[src/rtl/dmem_arbiter_pkg.sv]
// Shared encodings for the data-memory arbiter: FSM states, owner ids and the read strobe.
// Pure declarations; no logic or timing of its own.
package dmem_arbiter_pkg;

    typedef enum logic [1:0] {
        ARB_IDLE = 2'd0,
        ARB_OWN0 = 2'd1,
        ARB_OWN1 = 2'd2
    } arb_state_t;

    localparam logic       OWNER_M0  = 1'b0;
    localparam logic       OWNER_M1  = 1'b1;
    localparam logic [3:0] WSTB_READ = 4'b0000;

endpackage

[src/rtl/dmem_arbiter_burst_counter.sv]
// Counts consecutive grants to the current owner; loads 1 on owner change, saturates at MAX_BURST.
// Updates one cycle after load/inc; no flow control.
module dmem_arbiter_burst_counter #(
    parameter int MAX_BURST = 8
) (
    input  logic                               CLK,
    input  logic                               RST,
    input  logic                               i_load,
    input  logic                               i_inc,
    output logic [$clog2(MAX_BURST + 1)-1:0]   o_cnt
);

    localparam int            CW    = $clog2(MAX_BURST + 1);
    localparam logic [CW-1:0] MAX_C = CW'(MAX_BURST);

    logic [CW-1:0] r_cnt;

    always_ff @(posedge CLK or posedge RST) begin
        if (RST) begin
            r_cnt <= '0;
        end else if (i_load) begin
            r_cnt <= CW'(1);
        end else if (i_inc && (r_cnt != MAX_C)) begin
            r_cnt <= r_cnt + CW'(1);
        end
    end

    assign o_cnt = r_cnt;

endmodule

[src/rtl/dmem_arbiter.sv]
// Round-robin arbiter with bounded burst lock sharing one data memory between core (M0) and loader (M1).
// Grant is same-cycle; read data returns one cycle later on the issuing port; an ungranted REQ simply waits.
module dmem_arbiter
    import dmem_arbiter_pkg::*;
#(
    parameter logic [31:0] DMEM_BASE = 32'h0010_0000,
    parameter int          MAX_BURST = 8
) (
    input  logic        CLK,
    input  logic        RST,
    input  logic        M0_REQ,
    input  logic [29:0] M0_ADDR,
    input  logic [3:0]  M0_WSTB,
    input  logic [31:0] M0_WDATA,
    output logic        M0_GNT,
    output logic        M0_RVALID,
    output logic [31:0] M0_RDATA,
    input  logic        M1_REQ,
    input  logic [29:0] M1_ADDR,
    input  logic [3:0]  M1_WSTB,
    input  logic [31:0] M1_WDATA,
    output logic        M1_GNT,
    output logic        M1_RVALID,
    output logic [31:0] M1_RDATA,
    output logic        MEM_CE,
    output logic [29:0] MEM_ADDR,
    output logic [3:0]  MEM_WSTB,
    output logic [31:0] MEM_DATAO,
    input  logic [31:0] MEM_DATAI
);

    localparam int            CW      = $clog2(MAX_BURST + 1);
    localparam logic [CW-1:0] MAX_C   = CW'(MAX_BURST);
    localparam logic [11:0]   BASE_HI = DMEM_BASE[31:20];

    arb_state_t    r_state;
    arb_state_t    w_state_nxt;
    logic          r_last_owner;
    logic [CW-1:0] w_cnt;
    logic          w_gnt0;
    logic          w_gnt1;
    logic          w_gnt_any;
    logic          w_load;
    logic          w_inc;

    logic [29:0]   w_addr;
    logic [3:0]    w_wstb;
    logic [31:0]   w_wdata;
    logic          w_in_range;
    logic          w_is_read;

    logic          r_m0_rvalid;
    logic          r_m1_rvalid;
    logic          r_rd_oor;
    logic [31:0]   w_rdata;

    always_ff @(posedge CLK or posedge RST) begin
        if (RST) begin
            r_state      <= ARB_IDLE;
            r_last_owner <= OWNER_M1;
        end else begin
            r_state <= w_state_nxt;
            if (w_gnt0) begin
                r_last_owner <= OWNER_M0;
            end else if (w_gnt1) begin
                r_last_owner <= OWNER_M1;
            end
        end
    end

    // An owner at its burst limit yields only if the other side is actually waiting.
    always_comb begin
        w_gnt0      = 1'b0;
        w_gnt1      = 1'b0;
        w_state_nxt = ARB_IDLE;
        case (r_state)
            ARB_OWN0: begin
                if (M0_REQ && ((w_cnt < MAX_C) || !M1_REQ)) begin
                    w_gnt0 = 1'b1;
                end else if (M1_REQ) begin
                    w_gnt1 = 1'b1;
                end
            end
            ARB_OWN1: begin
                if (M1_REQ && ((w_cnt < MAX_C) || !M0_REQ)) begin
                    w_gnt1 = 1'b1;
                end else if (M0_REQ) begin
                    w_gnt0 = 1'b1;
                end
            end
            default: begin
                if (M0_REQ && M1_REQ) begin
                    w_gnt0 = (r_last_owner == OWNER_M1);
                    w_gnt1 = (r_last_owner == OWNER_M0);
                end else begin
                    w_gnt0 = M0_REQ;
                    w_gnt1 = M1_REQ;
                end
            end
        endcase
        if (w_gnt0) begin
            w_state_nxt = ARB_OWN0;
        end else if (w_gnt1) begin
            w_state_nxt = ARB_OWN1;
        end
    end

    assign w_gnt_any = w_gnt0 | w_gnt1;
    assign w_load    = (w_gnt0 && (r_state != ARB_OWN0)) || (w_gnt1 && (r_state != ARB_OWN1));
    assign w_inc     = w_gnt_any && !w_load;

    dmem_arbiter_burst_counter #(
        .MAX_BURST (MAX_BURST)
    ) u_burst_cnt (
        .CLK    (CLK),
        .RST    (RST),
        .i_load (w_load),
        .i_inc  (w_inc),
        .o_cnt  (w_cnt)
    );

    assign w_addr     = w_gnt1 ? M1_ADDR  : (w_gnt0 ? M0_ADDR  : '0);
    assign w_wstb     = w_gnt1 ? M1_WSTB  : (w_gnt0 ? M0_WSTB  : '0);
    assign w_wdata    = w_gnt1 ? M1_WDATA : (w_gnt0 ? M0_WDATA : '0);
    assign w_in_range = (w_addr[29:18] == BASE_HI);
    assign w_is_read  = (w_wstb == WSTB_READ);

    assign M0_GNT    = w_gnt0;
    assign M1_GNT    = w_gnt1;
    assign MEM_CE    = w_gnt_any && w_in_range;
    assign MEM_ADDR  = w_addr;
    // Strobes are masked so an out-of-range write can never touch memory.
    assign MEM_WSTB  = MEM_CE ? w_wstb : '0;
    assign MEM_DATAO = w_wdata;

    always_ff @(posedge CLK or posedge RST) begin
        if (RST) begin
            r_m0_rvalid <= 1'b0;
            r_m1_rvalid <= 1'b0;
            r_rd_oor    <= 1'b0;
        end else begin
            r_m0_rvalid <= w_gnt0 && w_is_read;
            r_m1_rvalid <= w_gnt1 && w_is_read;
            r_rd_oor    <= !w_in_range;
        end
    end

    assign w_rdata   = r_rd_oor ? '0 : MEM_DATAI;
    assign M0_RVALID = r_m0_rvalid;
    assign M1_RVALID = r_m1_rvalid;
    assign M0_RDATA  = r_m0_rvalid ? w_rdata : '0;
    assign M1_RDATA  = r_m1_rvalid ? w_rdata : '0;

endmodule
[config.mk]
export PLATFORM = sky130hd
export DESIGN_NAME = dmem_arbiter
export DESIGN_NICKNAME = d
export VERILOG_FILES = /design/src/rtl/dmem_arbiter_pkg.sv /design/src/rtl/dmem_arbiter_burst_counter.sv /design/src/rtl/dmem_arbiter.sv
export SDC_FILE = /design/constraint.sdc
export NUM_CORES = 1
export LEC_CHECK = 0
export ABC_AREA = 0
export BUFFER_PORTS_ARGS = -buffer_cell sky130_fd_sc_hd__buf_2
export CAP_MARGIN = 20
export CELL_PAD_IN_SITES_DETAIL_PLACEMENT = 0
export CELL_PAD_IN_SITES_GLOBAL_PLACEMENT = 1
export CORE_AREA = 2 2 119 121
export DETAILED_ROUTE_END_ITERATION = 7
export DIE_AREA = 0 0 121 123
export PLACE_DENSITY_LB_ADDON = 0.1
export SYNTH_ARGS = -nofsm -noshare
export SYNTH_HDL_FRONTEND = slang
export SYNTH_HIERARCHICAL = 1
export SYNTH_SLANG_ARGS = --single-unit
export TNS_END_PERCENT = 30
[constraint.sdc]
create_clock -name CLK -period 2.9 [get_ports CLK]
set_input_delay 0.145 -clock CLK [delete_from_list [all_inputs] [get_ports CLK]]
set_output_delay 0.145 -clock CLK [all_outputs]
set_load 0.01 [all_outputs]
Yosys cells after proc, flatten, opt, wreduce, memory -nomap -nowiden
Cells that the tools add are included.
{"block": "word_totals", "out_inout_bits": 135, "input_bits": 168, "ff_bits": 10}
{"block": "op_classes", "order_cmp": 1, "muxes": 26, "bitwise": 2, "eq_ne": 6, "n_reduce_logical": 20, "addsub": 1}
{"cell": "2-to-1 mux 32 bit", "n": 5}
{"cell": "2-to-1 mux 30 bit", "n": 2}
{"cell": "2-to-1 mux 4 bit", "n": 5}
{"cell": "equality test 12 x 1 -> 1 bit (second input constant)", "n": 1}
{"cell": "logical AND 1 bit", "n": 10}
{"cell": "2-to-1 mux 1 bit", "n": 10}
{"cell": "adder 4 x 1 -> 4 bit (second input constant)", "n": 1}
{"cell": "logical NOT 1 bit", "n": 4}
{"cell": "logical NOT 4 bit", "n": 1}
{"cell": "less-than comparator 4 bit (second input constant)", "n": 1}
{"cell": "2-to-1 mux 2 bit", "n": 2}
{"cell": "inequality test 4 bit (second input constant)", "n": 1}
{"cell": "case mux 1 bit (2 select lines)", "n": 2}
{"cell": "nonzero test 2 bit", "n": 2}
{"cell": "logical OR 1 bit", "n": 3}
{"cell": "equality test 2 x 1 -> 1 bit (second input constant)", "n": 1}
{"cell": "equality test 2 bit (second input constant)", "n": 1}
{"cell": "inequality test 2 x 1 -> 1 bit (second input constant)", "n": 1}
{"cell": "inequality test 2 bit (second input constant)", "n": 1}
{"cell": "inverter 1 bit", "n": 1}
{"cell": "bitwise OR 1 bit", "n": 1}

Logic depth before layout (Yosys ltp)
{"block": "depth", "ltp_word": 12, "mapped_depth": 9, "mapped_depth_nobuf": 9}

Hierarchy
The synthesis kept the hierarchy.
{"mod": "dmem_arbiter", "seq_area_each_um2": 151.4, "area_each_um2": 1561.5, "cells_per_inst": 203, "n_inst": 1}
{"mod": "dmem_arbiter_burst_counter", "seq_area_each_um2": 100.1, "area_each_um2": 231.5, "cells_per_inst": 24, "n_inst": 1}

Worst setup path after synthesis
No wires, ideal clock.
{"block": "synth_timing", "kind": "register -> register", "startpoint": "register r_state[0]", "endpoint": "register u_burst_cnt.r_cnt[2], in the netlist u_burst_cnt/o_cnt[2]", "t_arrival_ns": 2.244, "path_slack_ns": 0.582, "setup_ns": 0.073, "stages_incl_launch_ff": 10, "cell_sequence": "dfrtp_1 inv_1 ha_1 or4bb_1 o31ai_1 nor3_1 a211oi_1 nand2_1 or3b_1 a21oi_2"}
{"block": "synth_between", "elab_chain_len": 8, "word_cells_on_any_way": 15, "classes_between": "eq/ne: 4; mux: 3; bitwise: 1; reduce/logical: 7"}
{"item": "start, declared", "line": "dmem_arbiter.sv:36", "rtl": "arb_state_t r_state;"}
{"item": "start signal, assigned", "line": "dmem_arbiter.sv:62", "rtl": "r_state <= w_state_nxt;"}
{"item": "equality test 2 bit / equality test 2 x 1 -> 1 bit (equally long branches)", "line": "dmem_arbiter.sv:76", "rtl": "case (r_state)"}
{"item": "case mux 1 bit (2 select lines)", "line": "dmem_arbiter.sv:76"}
{"item": "logical AND 1 bit", "line": "dmem_arbiter.sv:109", "rtl": "assign w_load = (w_gnt0 && (r_state != ARB_OWN0)) || (w_gnt1 && (r_state != ARB_OWN1));"}
{"item": "logical OR 1 bit", "line": "dmem_arbiter.sv:109"}
{"item": "logical NOT 1 bit", "line": "dmem_arbiter.sv:110", "rtl": "assign w_inc = w_gnt_any && !w_load;"}
{"item": "logical AND 1 bit *", "line": "dmem_arbiter.sv:110"}
{"item": "named net w_inc", "line": "dmem_arbiter.sv:44", "rtl": "logic w_inc;"}
{"item": "logical AND 1 bit *", "line": "dmem_arbiter_burst_counter.sv:23", "rtl": "end else if (i_inc && (r_cnt != MAX_C)) begin"}
{"item": "nonzero test 2 bit (no line) *"}
{"item": "end signal, assigned", "line": "dmem_arbiter_burst_counter.sv:24", "rtl": "r_cnt <= r_cnt + CW'(1);"}
{"item": "end, declared", "line": "dmem_arbiter_burst_counter.sv:16", "rtl": "logic [CW-1:0] r_cnt;"}
Mark *: on every way through the listed nets, which the timed path passes. The rest lies on a longest branch.
A chain may end at the register's enable or synchronous reset.

Worst setup path in the final report
{"block": "layout_timing", "startpoint": "register r_state[0]", "endpoint": "output port MEM_ADDR[2]"}
{"block": "layout_between", "elab_chain_len": 4, "word_cells_on_any_way": 6, "classes_between": "eq/ne: 2; mux: 4"}
{"item": "equality test 2 bit / equality test 2 x 1 -> 1 bit (equally long branches)", "line": "dmem_arbiter.sv:76"}
{"item": "case mux 1 bit (2 select lines)", "line": "dmem_arbiter.sv:76"}
{"item": "2-to-1 mux 30 bit", "line": "dmem_arbiter.sv:122", "rtl": "assign w_addr = w_gnt1 ? M1_ADDR : (w_gnt0 ? M0_ADDR : '0);"}
{"item": "2-to-1 mux 30 bit *", "line": "dmem_arbiter.sv:122"}
{"item": "end, declared", "line": "dmem_arbiter.sv:26", "rtl": "output logic [29:0] MEM_ADDR,"}
Mark *: on every way between the ends. The rest lies on a longest branch, timed or not.

==> results.txt <==
Status: finished clean
Post-CTS sizing: 0
DRC Markers: 0
Worst setup path class: flip-flop to output pin
Core ar.: 0.01361 sq mm
Sequential fraction of the synthesis area: 14.03%
Fin. Hold Viols: 0
Unique masters post-synth: 41
CP max stage delay: 350 ps
Worst EP arrival: 2490 ps
Initial core utilization: 13.17%
Most frequent cells in the layout: buf_2 (302), a22o_1 (62), and2_1 (60)
Final setup violation count: 0
Design Power: 2.899 mW
Syn Area/Cell: 7.899 sq um
Startpoint Class: flip-flop
Commonest non-fill, non-tap cell in the layout: buf_2
Remaining Overflow, GRT: 0
Total GRT Usage: 12.70%
Clk_skew: 0.7296 ps
Hold/Removal Path Class: input pin to flip-flop
Post-synth EDFFs: 0
Drt pass-1 iters: 4
CTS tree: yes
Slew @ Worst Pin: 506.0 ps
Psw: 1.436 mW
Clk network pwr share: 9.5%
Antenna Nets Post-Route: 0
Main synth FF type: dfrtp_1
Power share of the sequential group: 7.7%
PD cells: 805.6 mW/mm^2
Flop and latch count out of synthesis: 10
Vias in the first global route: 2760
Row count: 43
CTS H-tree depth: 1
CP top delay family: buffers and inverters
Total number of vias: 2927
Area grow syn2layout: 100.7%
Period utilisation layout: 90.80%
Min Tclk post-route: 2633 ps
Mapped Cells: 227
Clk_lat worst skew: 240 ps
Largest net degree at the start of global routing: 69
CP endpoint kind: output pin
TritonCTS Buffers: 3
Initial antenna violation count: 3
PortBufs: 302
Slowest CP cell: dfrtp_1
Crit Path Max Fanout: 68
Mapped Nets: 399
Dpl hpwl: 9031 um
Avg WL per Cell: 15.04 um
Worst EP required: 2760 ps
Synth Warn #: 6
Combinational share of power: 82.9%
Switching portion of total power: 49.53%
CP cell instances: inv_1, ha_1, nor3_1, a311oi_2, buf_4, a211oi_4, buf_12, a22o_1, buf_2
Share of cells above drive strength 1: 61.66%
Die Y: 123 um
CTS Hold Bufs: 1
First-pass GRT wire length: 14840 um
RSZ-0062 raised after global routing: no
P_leak: 2.212 nW
Layout Nets: 692
Async SR Flop Fraction: 100.0%
Synthesized area: 0.001793 sq mm
Setup bufs post-CTS: 0
Drt total wl: 10530 um
Gp weighted congestion: 0.7779
Final worst slack: 266.7 ps
Ports: 303
Die Span X: 121 um
Setup tns final: 0 ps
Slew Viols, Final: 0
Max Root-Sink Buffers: 2
Die ar.: 0.01488 sq mm
Drt initial violations: 65
CTS sink count: 10
Fmax: 379.7 MHz
Clk root buf: clkbuf_16
Buf/Inv on CP: 4
Internal cell power: 1.463 mW
DR vias/cell: 4.181
Place WS: 357.9 ps
Maxcap violations: 0
Rel. slew slack: 65.98%
Clock transition at the registers of the reported paths: 40 ps
VDD IR max: 0.3477 mV
-- per-stage QoR --
step | hold WS, ps | utilization [%] | area (sq um) | std cells
final | 232.5 | 26.44 | 3598 | 700
after global placement | 52.98 | 25.69 | 3497 | 694
after global routing | 269.4 | 26.44 | 3598 | 700
after CTS | 242.9 | 26.42 | 3596 | 699
after detailed placement | 54.54 | 25.69 | 3497 | 694
after floorplan | -88.92 | - | 1793 | 227
-- power by group through the flow --
stage	clock network (mW)	registers, mW	logic (mW)
after floorplan	0	0.212	1.49
after global placement	0	0.223	2.46
after detailed placement	0	0.223	2.46
after CTS	0.277	0.222	2.46
after global routing	0.290	0.229	2.62
final	0.274	0.222	2.40
-- final timing paths --
| check | depth (start not counted) | slack [ps] | endpoint | start |
|---|---|---|---|---|
| min in group asynchronous | 3 | 360 | u_burst_cnt/o_cnt[0]$_DFFE_PP0P_ | RST |
| worst min register to register | 1 | 550 | r_last_owner$_DFFE_PP1P_ | r_last_owner$_DFFE_PP1P_ |
| max in group asynchronous | 3 | 2250 | r_last_owner$_DFFE_PP1P_ | RST |
| worst min-delay path | 4 | 230 | M1_RVALID$_DFF_PP0_ | M1_WSTB[1] |
| worst max register to register | 9 | 360 | u_burst_cnt/o_cnt[2]$_DFFE_PP0P_ | r_state[0]$_DFF_PP0_ |
| worst max-delay path | 9 | 270 | MEM_ADDR[2] | r_state[0]$_DFF_PP0_ |
-- metal layers --
layer  part of all wire (%)  vias up  global-route usage, %
met3                     10        8                  3.598
met4                   0.72        4                  2.616
met5                   0.25        -                      0
li1                       -     1432                      -
met2                     56      172                  26.76
met1                     33     1311                  11.93
-- state kept, by name, indices dropped and copies added, names as in the netlist --
name / cells
r_state: 2
M1_RVALID: 1
u_burst_cnt/o_cnt: 4
r_last_owner: 1
r_rd_oor: 1
M0_RVALID: 1
-- synthesized netlist by cell type (all sizes together) (3+ instances only) --
library cell | count | share of area, %
a21oi | 3 | 1.0
dfrtp | 9 | 13
nand2b | 3 | 1.0
inv | 11 | 2.3
nor3 | 4 | 1.4
nor4 | 6 | 2.1
clkbuf | 6 | 1.3
a22o | 62 | 30
a32o | 4 | 2.2
mux2i | 3 | 1.7
buf | 14 | 4.5
ha | 4 | 2.8
nor2 | 4 | 0.84
and3b | 4 | 2.0
and2 | 60 | 21
nand2 | 4 | 0.84
o21a | 3 | 1.3
-- cell families after synthesis --
kind of cell    count (synthesis)  synth area share (%)
simple gates                   98                 34.19
compound gates                 80                 38.80
buf+inv                        31                 8.025
flops                          10                 14.03
fa+ha+maj                       4                 2.791
mux                             3                 1.675
xor+xnor                        1                0.4886
-- cell type report --
class / count / area [sq um]
Multi-Input combinational cell: 186 / 1405
Inverter: 11 / 41.29
Clock buffer: 4 / 88.84
Fill cell: 1521 / 10010
Sequential cell: 10 / 251.5
Antenna cell: 1 / 2.502
Tap cell: 180 / 225.2
Timing Repair Buffer: 308 / 1584
-- worst register-to-register path, cell delays in order (launching register included) --
cell and delay (ps):
dfrtp_1 350, inv_1 50, ha_1 330, or4bb_1 490
o31ai_1 150, nor3_1 110, a211oi_1 380, nand2_1 120
or3b_1 370, a21oi_2 120
No activity file was read; power rests on OpenSTA's default activity.
